[src/rtl/fetch_queue_pkg.sv]
// fetch_queue_pkg: shared word widths and the queue entry layout.
// `WORD is the machine word width. `FQ_ENTRY is one {nPC, IR} entry, which
// decode can reuse to unpack the queue head.
`ifndef WORD
`define WORD 32
`endif
`ifndef FQ_ENTRY
`define FQ_ENTRY (2*`WORD)
`endif

package fetch_queue_pkg;

  localparam int WORD_W  = `WORD;
  localparam int ENTRY_W = `FQ_ENTRY;

  // The layout of one entry: nPC in the upper word and IR in the lower word.
  typedef struct packed {
    logic [WORD_W-1:0] npc;
    logic [WORD_W-1:0] ir;
  } fq_entry_t;

endpackage

[src/rtl/fq_storage.sv]
// fq_storage: DEPTH x `FQ_ENTRY register array.
// Ports:
//   clk    - rising-edge clock
//   we     - write enable; wdata is stored at waddr on the edge
//   waddr  - write index
//   wdata  - entry to store
//   raddr  - read index
//   rdata  - entry at raddr (asynchronous read)
// The array has no reset. The owner gates the outputs with its empty flag.
module fq_storage
  import fetch_queue_pkg::*;
#(
  parameter int DEPTH = 4,
  parameter int AW    = $clog2(DEPTH)
) (
  input  logic            clk,
  input  logic            we,
  input  logic [AW-1:0]   waddr,
  input  fq_entry_t       wdata,
  input  logic [AW-1:0]   raddr,
  output fq_entry_t       rdata
);

  fq_entry_t mem [DEPTH];

  always_ff @(posedge clk) begin
    if (we) mem[waddr] <= wdata;
  end

  assign rdata = mem[raddr];

endmodule

[src/rtl/fetch_queue.sv]
// fetch_queue: instruction queue between fetch and decode.
// Fetch cannot stall. This queue absorbs the {nPC, IR} pairs it produces while
// decode is stalled, and shows the oldest entry to decode (first-word
// fall-through).
// Ports:
//   clk, reset        - clock and synchronous active-high reset
//   in_valid, nPC_in, IR_in, in_ready    - fetch side
//   flush             - discard all entries (taken branch)
//   out_valid, nPC_out, IR_out, out_ready - decode side
//   count, full, empty                    - occupancy
//   drop, drop_cnt    - entry-lost pulse and saturating count of lost entries
module fetch_queue
  import fetch_queue_pkg::*;
#(
  parameter int DEPTH = 4,
  parameter int CW    = $clog2(DEPTH) + 1,
  parameter int DROPW = 16
) (
  input  logic              clk,
  input  logic              reset,
  input  logic              in_valid,
  input  logic [`WORD-1:0]  nPC_in,
  input  logic [`WORD-1:0]  IR_in,
  output logic              in_ready,
  input  logic              flush,
  input  logic              out_ready,
  output logic              out_valid,
  output logic [`WORD-1:0]  nPC_out,
  output logic [`WORD-1:0]  IR_out,
  output logic [CW-1:0]     count,
  output logic              full,
  output logic              empty,
  output logic              drop,
  output logic [DROPW-1:0]  drop_cnt
);

  localparam int AW = $clog2(DEPTH);
  localparam int PW = AW + 1;

  // Increment, but hold at all-ones instead of wrapping.
  function automatic logic [DROPW-1:0] sat_inc(input logic [DROPW-1:0] v);
    return (&v) ? v : v + DROPW'(1);
  endfunction

  // The extra MSB on each pointer is the wrap bit. It tells full apart from empty.
  logic [PW-1:0]    wr_ptr, rd_ptr;
  logic [PW-1:0]    occ;
  logic [DROPW-1:0] drop_cnt_q;
  logic             push, pop;
  fq_entry_t        wdata, rdata;

  assign occ   = wr_ptr - rd_ptr;
  assign empty = (wr_ptr == rd_ptr);
  assign full  = ((wr_ptr ^ rd_ptr) == {1'b1, {AW{1'b0}}});
  assign count = CW'(occ);

  assign out_valid = !empty;
  assign pop       = out_valid && out_ready;
  // A full queue can still accept an entry when the head leaves in the same cycle.
  assign in_ready  = !full || pop;
  assign push      = in_valid && in_ready;
  assign drop      = in_valid && !push && !flush;
  assign drop_cnt  = drop_cnt_q;

  assign wdata.npc = nPC_in;
  assign wdata.ir  = IR_in;

  fq_storage #(.DEPTH(DEPTH), .AW(AW)) u_storage (
    .clk   (clk),
    .we    (push),
    .waddr (wr_ptr[AW-1:0]),
    .wdata (wdata),
    .raddr (rd_ptr[AW-1:0]),
    .rdata (rdata)
  );

  // Storage is not reset, so the head is gated to zero while the queue is empty.
  assign nPC_out = empty ? '0 : rdata.npc;
  assign IR_out  = empty ? '0 : rdata.ir;

  always_ff @(posedge clk) begin
    if (reset) begin
      wr_ptr     <= '0;
      rd_ptr     <= '0;
      drop_cnt_q <= '0;
    end else if (flush) begin
      // Same-cycle push and pop are discarded. The drop history is kept.
      wr_ptr <= '0;
      rd_ptr <= '0;
    end else begin
      if (push) wr_ptr <= wr_ptr + PW'(1);
      if (pop)  rd_ptr <= rd_ptr + PW'(1);
      if (drop) drop_cnt_q <= sat_inc(drop_cnt_q);
    end
  end

endmodule

[config.mk]
export PLATFORM = sky130hd
export DESIGN_NAME = fetch_queue
export DESIGN_NICKNAME = d
export VERILOG_FILES = /design/src/rtl/fetch_queue_pkg.sv /design/src/rtl/fq_storage.sv /design/src/rtl/fetch_queue.sv
export SDC_FILE = /design/constraint.sdc
export NUM_CORES = 1
export LEC_CHECK = 0
export CELL_PAD_IN_SITES_DETAIL_PLACEMENT = 0
export CELL_PAD_IN_SITES_GLOBAL_PLACEMENT = 2
export CORE_MARGIN = 2
export CORE_UTILIZATION = 45
export DETAILED_ROUTE_END_ITERATION = 8
export DONT_BUFFER_PORTS = 1
export PLACE_DENSITY = 0.87
export SLEW_MARGIN = 20
export SYNTH_ARGS = -nofsm -noshare
export SYNTH_HDL_FRONTEND = slang
export SYNTH_HIERARCHICAL = 1
export SYNTH_SLANG_ARGS = --single-unit
[constraint.sdc]
create_clock -name clk -period 8.5 [get_ports clk]
set_input_delay 1.7 -clock clk [delete_from_list [all_inputs] [get_ports clk]]
set_output_delay 1.7 -clock clk [all_outputs]
set_load 0.02 [all_outputs]
==> reports/qor.yml, run 1 <==
layout:
  post_route_cells_drive_above_1_share_pct: 20.6
  final_area_um2: 12100
  area_growth_pct: 11.1
  final_cell_mix: "edfxtp_1 (256), and2_1 (65), mux4_2 (60), clkbuf_16 (29), dfxtp_1 (20)"
  fin_nets: 632
  final_common_cell: "edfxtp_1"
clocking:
  ctsRootBufferMaster: "clkbuf_16"
  cts_resized: 0
  cts_tree: "built"
  cts.sinks: 278
  ctsHoldBuffers: 0
  clk_latency_ps: 540
  cts_setup_buffers: 0
  cts-htree-levels: 1
  cts_buffers: 29
  clockBufferDepth: 3
  clk_pin_slew_ps: 60
global_route:
  grt_max_degree: 70
  grt_pass1_vias: 5452
  grt_pass1_wl_mm: 31.4
  gr-usage-met2_pct: 26.2
  grtUsageMet3_pct: 5.38
  grt-ovfl-total: 0
  top_usage_layer: "met2"
  grtUsageTotal_pct: 15.9
  antenna_found_initial: 0
  met1_usage_pct: 20.5
die:
  initial_core_util_pct: 45.4
  die_h_um: 160
  ios: 157
  design.die.area_um2: 25600
  die_w_um: 160
  rows: 57
  core_area_um2: 24100
placed_design:
  port_buffers: 0
  postPlaceCellArea_um2: 11200
  finalWeightedCongestion: 0.804
  pre_cts_ws_ps: 4050
  hpwl_mm: 11.4
yosys:
  syn_inst: 546
  syn_nets: 621
  ys_ff_latch: 278
  ys.warnings.count: 6
  synth_cell_types: 45
  synth_area_per_cell_um2: 20.0
  postSynth.asyncResetShare_pct: 0
  ys.flop_type: "edfxtp_1"
  ys_seq_area_share_pct: 74.3
  synth_edf_count: 256
  netlist_area_um2: 10900
sta:
  slew_violations: 0
  skew_ps: 12.0
  worst_slew_pin_slew_ps: 1050
  finalCriticalPeriod_ps: 4950
  min_period_over_period_pct: 58.2
  totalNegativeSetupSlack_ps: 0
  fin_ws_ps: 3550
  max_slew_margin_pct: 29.8
  setup_violations: 0
  hold_viol: 0
  hold_slack_ps: 569
  rsz0062_at_grt: "no"
  fmaxAchievable_mhz: 202
setup_path:
  worstPathRequired_ps: 6800
  path_max_fanout: 70
  cp-start-kind: "flop"
  cp_num_buf_inv: 1
  cp_top_family: "simple AND/OR/NAND/NOR gates"
  worstPathCellList: "inv_1 > ha_1 > nand3_4 > and2_1"
  slowest_delay_ps: 1050
  crit_path_end_kind: "output pin"
  worstSetupPathType: "reg -> out"
  crit_arrival_ps: 3250
  cp_slowest_cell: "dfxtp_4"
pwr:
  leakage_uw: 0.00378
  power.total_uw: 2890
  peakVddDrop_mv: 0.197
  p_per_area_nw_per_um2: 238
routing:
  wire_per_inst_um: 22.1
  drc: 0
  vias: 5018
  via_per_inst: 5.56
  ant_nets: 0
  first_pass_iters: 4
  drt_iter0_drc: 394
  route.final.wire_length_mm: 20.0
hold_path:
  hold_class: "reg -> reg"
flow_run:
  maxCapViolCount: 0
run_status:
  status: "complete, no violations"
==> worst paths after layout <==
| kind | startpoint | slack (ps) | endpoint | depth (start not counted) |
|---|---|---|---|---|
| worst max-delay path | rd_ptr[1] | 3550 | nPC_out[3] | 4 |
| worst min-delay path | rd_ptr[2] | 570 | rd_ptr[2] | 2 |
| worst max register to register | rd_ptr[1] | 4820 | u_storage/mem[2][46] | 8 |
| worst min register to register | rd_ptr[2] | 570 | rd_ptr[2] | 2 |
==> worst register-to-register path, delay by kind of cell, from the launching register on <==
kind	cells	cell delay, ps
flops	1	1050
fa+ha+maj	1	370
simple gates	4	780
buf+inv	3	1000
==> cell type report <==
| type | count | area (µm²) |
|---|---|---|
| repair buffers | 5 | 37.5 |
| clock inverters | 16 | 190 |
| well taps | 324 | 405 |
| multi-input cells | 232 | 2580 |
| flip-flops and latches | 278 | 8140 |
| diodes | 1 | 2.50 |
| clock buffers | 36 | 752 |
| inverters | 11 | 42.5 |
| fillers | 1955 | 12000 |
==> layer usage <==
metal | wire, µm | vias up
li1 | - | 2200
met1 | 8200 | 2611
met2 | 9760 | 177
met3 | 1720 | 30
met4 | 303 | 0
met5 | 0 | -
==> logic make-up (layout without fill, tap and decap cells) <==
family,Yosys count,count (layout),synth area share (%)
XOR/XNOR,10,10,0.801
AND/OR/NAND/NOR,126,126,6.74
flip-flops,278,278,74.3
multiplexers,67,67,13.6
AO/OA/AOI/OAI,23,23,1.45
adder cells (fa/ha/maj),6,6,0.755
buffers and inverters,36,68,2.36
other,0,1,0
==> through the flow <==
stage	instances	util, %
after floorplan	546	-
after global placement	850	46.5
after detailed placement	850	46.5
after CTS	902	50.4
after global routing	902	50.4
final	903	50.4
==> where the power goes <==
group          internal (µW)  switching [µW]
clock network            748             497
logic                   38.7            70.4
registers               1530            8.33
total                   2310             576
==> state kept, by name, summed over array words and instances, names as in the netlist <==
register       flops
rd_ptr             3
drop_cnt          16
wr_ptr             3
u_storage/mem    256
==> Yosys cell counts, drive strengths merged, types with 9 or more instances <==
cell type / n / area [µm²]
a21oi: 10 / 50.1
nand3: 11 / 55.1
mux4: 64 / 1460
clkbuf: 10 / 38.8
edfxtp: 256 / 7690
buf: 15 / 176
dfxtp: 22 / 440
inv: 10 / 37.5
nand2: 9 / 33.8
nor2: 14 / 52.6
and2: 65 / 407
Power figures use the tool's default switching activity.
==> run 2: changes to the inputs <==
--- a/config.mk
+++ b/config.mk
@@ -5,13 +5,14 @@
 export SDC_FILE = /design/constraint.sdc
 export NUM_CORES = 1
 export LEC_CHECK = 0
+export ABC_AREA = 1
 export CELL_PAD_IN_SITES_DETAIL_PLACEMENT = 0
 export CELL_PAD_IN_SITES_GLOBAL_PLACEMENT = 2
 export CORE_MARGIN = 2
-export CORE_UTILIZATION = 45
+export CORE_UTILIZATION = 36
 export DETAILED_ROUTE_END_ITERATION = 8
 export DONT_BUFFER_PORTS = 1
-export PLACE_DENSITY = 0.87
+export PLACE_DENSITY = 0.88
 export SLEW_MARGIN = 20
 export SYNTH_ARGS = -nofsm -noshare
 export SYNTH_HDL_FRONTEND = slang
==> constraint.sdc (replaced) <==
create_clock -name clk -period 4.4 [get_ports clk]
set_input_delay 0.88 -clock clk [delete_from_list [all_inputs] [get_ports clk]]
set_output_delay 0.88 -clock clk [all_outputs]
set_load 0.02 [all_outputs]
==> run 2 against run 1 <==
- die area rose by 44%
- synthesized cell count rose by 150%
- combinational power rose to 3.9 times the previous value
- critical path depth rose by 3
- synthesized area rose by 16%
- design area rose by 17%
- wire length rose by 40%
- critical endpoint is now IR_out[13]
==> reports/qor.yml, run 2 <==
sta:
  worst_slew_pin_slew_ps: 1090  # was 1050 ps
  hold_viol: 0  # unchanged
  hold_slack_ps: 430  # was 569 ps
  max_slew_margin_pct: 27.6  # was 29.8%
  finalCriticalPeriod_ps: 3630
  setup_violations: 0  # unchanged
  fmaxAchievable_mhz: 275
  min_period_over_period_pct: 82.6
  slew_violations: 0  # unchanged
  skew_ps: 16.9  # was 12.0 ps
  fin_ws_ps: 768  # was 3550 ps
  rsz0062_at_grt: "no"  # unchanged
yosys:
  yosysTopAreaCell: "edfxtp_1"  # unchanged
  ys_seq_area_share_pct: 64.1  # was 74.3%
  yosysMostFrequentCell: "nand2_1"  # was edfxtp_1
  syn_nets: 1433  # was 621
  netlist_area_um2: 12700  # was 10,900 µm²
  ys.flop_type: "edfxtp_1"  # unchanged
  synth_area_per_cell_um2: 9.33  # was 20.0 µm²
  synth_top_area_share_pct: 60.7  # was 70.3%
  postSynth.asyncResetShare_pct: 0  # unchanged
  ys_ff_latch: 278  # unchanged
  synth_edf_count: 256  # unchanged
  ys.warnings.count: 6  # unchanged
  syn_inst: 1358  # was 546
  synth_cell_types: 28  # was 45
  synth_top_cells_by_count: "nand2_1 (376), inv_1 (350), edfxtp_1 (256)"  # was edfxtp_1 (256), and2_1 (65), mux4_2 (60)
  synthTopCellsByArea: "edfxtp_1 (61%), nand2_1 (11%), inv_1 (10%), nand3_1 (5.6%), dfxtp_1 (3.5%)"  # was edfxtp_1 (70%), mux4_2 (12%), dfxtp_1 (4.0%), and2_1 (3.7%), buf_12 (1.1%)
clocking:
  ctsRootBufferMaster: "clkbuf_16"  # unchanged
  cts_resized: 0  # unchanged
  clk_pin_slew_ps: 60  # about the same
  cts-htree-levels: 2  # was 1
  clk_latency_ps: 500  # was 540 ps
  cts_setup_buffers: 0  # unchanged
  ctsHoldBuffers: 0  # unchanged
  cts.sinks: 278  # unchanged
  cts_tree: "built"  # unchanged
  clockBufferDepth: 3  # unchanged
  cts_buffers: 34  # was 29
pwr:
  p_per_area_nw_per_um2: 415  # was 238 nW/µm²
  leakage_uw: 0.00638  # was 0.00378 µW
  power.total_uw: 5870  # was 2890 µW
  peakVddDrop_mv: 0.309  # was 0.197 mV
setup_path:
  path_max_fanout: 70  # unchanged
  timing.reg2reg.setup_slack_ps: 1670  # was 4820 ps
  worstPathCellList: "buf_4 > buf_4 > nand2_1 > nand3_1 > nand2_1 > inv_1 > nor2_1"  # was inv_1 > ha_1 > nand3_4 > and2_1
  crit_path_end_kind: "output pin"  # unchanged
  cp_top_family: "buffers and inverters"  # was simple AND/OR/NAND/NOR gates
  cp_slowest_cell: "buf_4"  # was dfxtp_4
  slowest_delay_ps: 690  # was 1050 ps
  cp-start-kind: "flop"  # unchanged
  cp.depth: 7  # was 4
  cp_num_buf_inv: 3  # was 1
  reg2reg_to: "u_storage/mem[1][54]"  # was u_storage/mem[2][46]
  worstPathRequired_ps: 3520  # was 6800 ps
  r2r_cells: 9  # was 8
  worstSetupPathType: "reg -> out"  # unchanged
  regToRegStartpoint: "rd_ptr[0]"  # was rd_ptr[1]
  crit_arrival_ps: 2750  # was 3250 ps
layout:
  final_core_util_pct: 40.9  # was 50.4%
  fin_nets: 1435  # was 632
  final_cell_mix: "nand2_1 (376), inv_1 (350), edfxtp_1 (256), nand3_1 (142), nor2_1 (89)"  # was edfxtp_1 (256), and2_1 (65), mux4_2 (60), clkbuf_16 (29), dfxtp_1 (20)
  diodes: 0  # was 1
  final_common_cell: "nand2_1"  # was edfxtp_1
  area_growth_pct: 11.7  # was 11.1%
  layoutNonFillerInstCount: 1840  # was 903
  largest_reg_flops: 256  # unchanged
  regMostFlops: "u_storage/mem"  # unchanged
  post_route_cells_drive_above_1_share_pct: 6.43  # was 20.6%
global_route:
  grt-ovfl-total: 0  # unchanged
  grt_max_degree: 98  # was 70
  grtUsageTotal_pct: 15.4  # was 15.9%
  antenna_found_initial: 0  # unchanged
  grt_pass1_wl_mm: 43.6  # was 31.4 mm
  grt_pass1_vias: 8029  # was 5,452
routing:
  routed-wl-met2_mm: 13.5  # was 9.76 mm
  first_pass_iters: 4  # unchanged
  drt_iter0_drc: 347  # was 394
  ant_nets: 0  # unchanged
  route.met3.wl_mm: 1.91  # was 1.72 mm
  wl_met1_mm: 12.1  # was 8.20 mm
  route.final.wire_length_mm: 28.0  # was 20.0 mm
  top_layer: "met4"  # unchanged
  wire_per_inst_um: 15.2  # was 22.1 µm
  vias: 8206  # was 5,018
  drc: 0  # unchanged
  via_per_inst: 4.46  # was 5.56
placed_design:
  finalWeightedCongestion: 0.738  # was 0.804
  port_buffers: 0  # unchanged
  hpwl_mm: 16.4  # was 11.4 mm
  dp.cells: 1779  # was 850
  pre_cts_ws_ps: 1230  # was 4050 ps
hold_path:
  hold_class: "in -> reg"  # was reg -> reg
  min_path_cells: 1  # was 2
  worstHoldStart: "reset"  # was rd_ptr[2]
  holdPathEnd: "drop_cnt[15]"  # was rd_ptr[2]
die:
  ios: 157  # unchanged
  core_area_um2: 34600  # was 24,100 µm²
  die_w_um: 192  # was 160 µm
  design.die.area_um2: 36700  # was 25,600 µm²
  initial_core_util_pct: 36.6  # was 45.4%
  rows: 68  # was 57
  die_h_um: 192  # was 160 µm
run_status:
  status: "complete, no violations"  # unchanged
flow_run:
  maxCapViolCount: 0  # unchanged
run 2: changes by cell type after synthesis, moves of 20 or more:
cell,delta
nand2_1,+367
nand3_1,+131
inv_1,+340
buf_2,+20
and2_1,-65
mux4_2,-60
nor2_1,+76
run 2: power breakdown:
part	internal [µW]	switching, µW	total, µW
clock network	1430	1040	2470
logic	95.4	325	420
registers	2960	20.0	2980
run 2: layer usage:
metal	vias up	GRT usage, %
li1	4172	-
met1	3842	18.7
met2	156	26.8
met3	36	4.46
met4	0	3.85
met5	-	0
run 2: through the flow:
step / area [µm²] / setup TNS (ps)
after global routing: 14200 / 0
after CTS: 14200 / 0
after detailed placement: 13200 / 0
final: 14200 / 0
after floorplan: 12700 / -496990
after global placement: 13200 / 0
run 2: how the worst max path moves through the flow:
stage | from | end | slack (ps)
3_3_place_gp | rd_ptr[0] | IR_out[11] | 1230
2_1_floorplan | out_ready | u_storage/mem[2][0] | -1940
6_report | rd_ptr[0] | IR_out[13] | 770
3_5_place_dp | rd_ptr[0] | IR_out[20] | 1230
5_1_grt | rd_ptr[0] | IR_out[20] | 510
4_1_cts | rd_ptr[0] | IR_out[20] | 680
run 2: logic make-up (layout without fill, tap and decap cells):
family,after synthesis,after routing,synth area share (%)
AOI/OAI and AO/OA,31,31,1.36
xor gates and xnor gates,4,4,0.277
adders and majority gates,6,6,0.652
buffers and inverters,404,431,12.7
DFF,278,278,64.1
and+or+nand+nor,635,635,20.8
run 2: cell type report:
type / instances / area, µm²
Inverter: 354 / 1330
Multi-Input combinational cell: 676 / 2960
Fill cell: 3410 / 20500
Tap cell: 455 / 569
Timing Repair Buffer: 16 / 170
Clock inverter: 20 / 114
Clock buffer: 41 / 877
Sequential cell: 278 / 8140
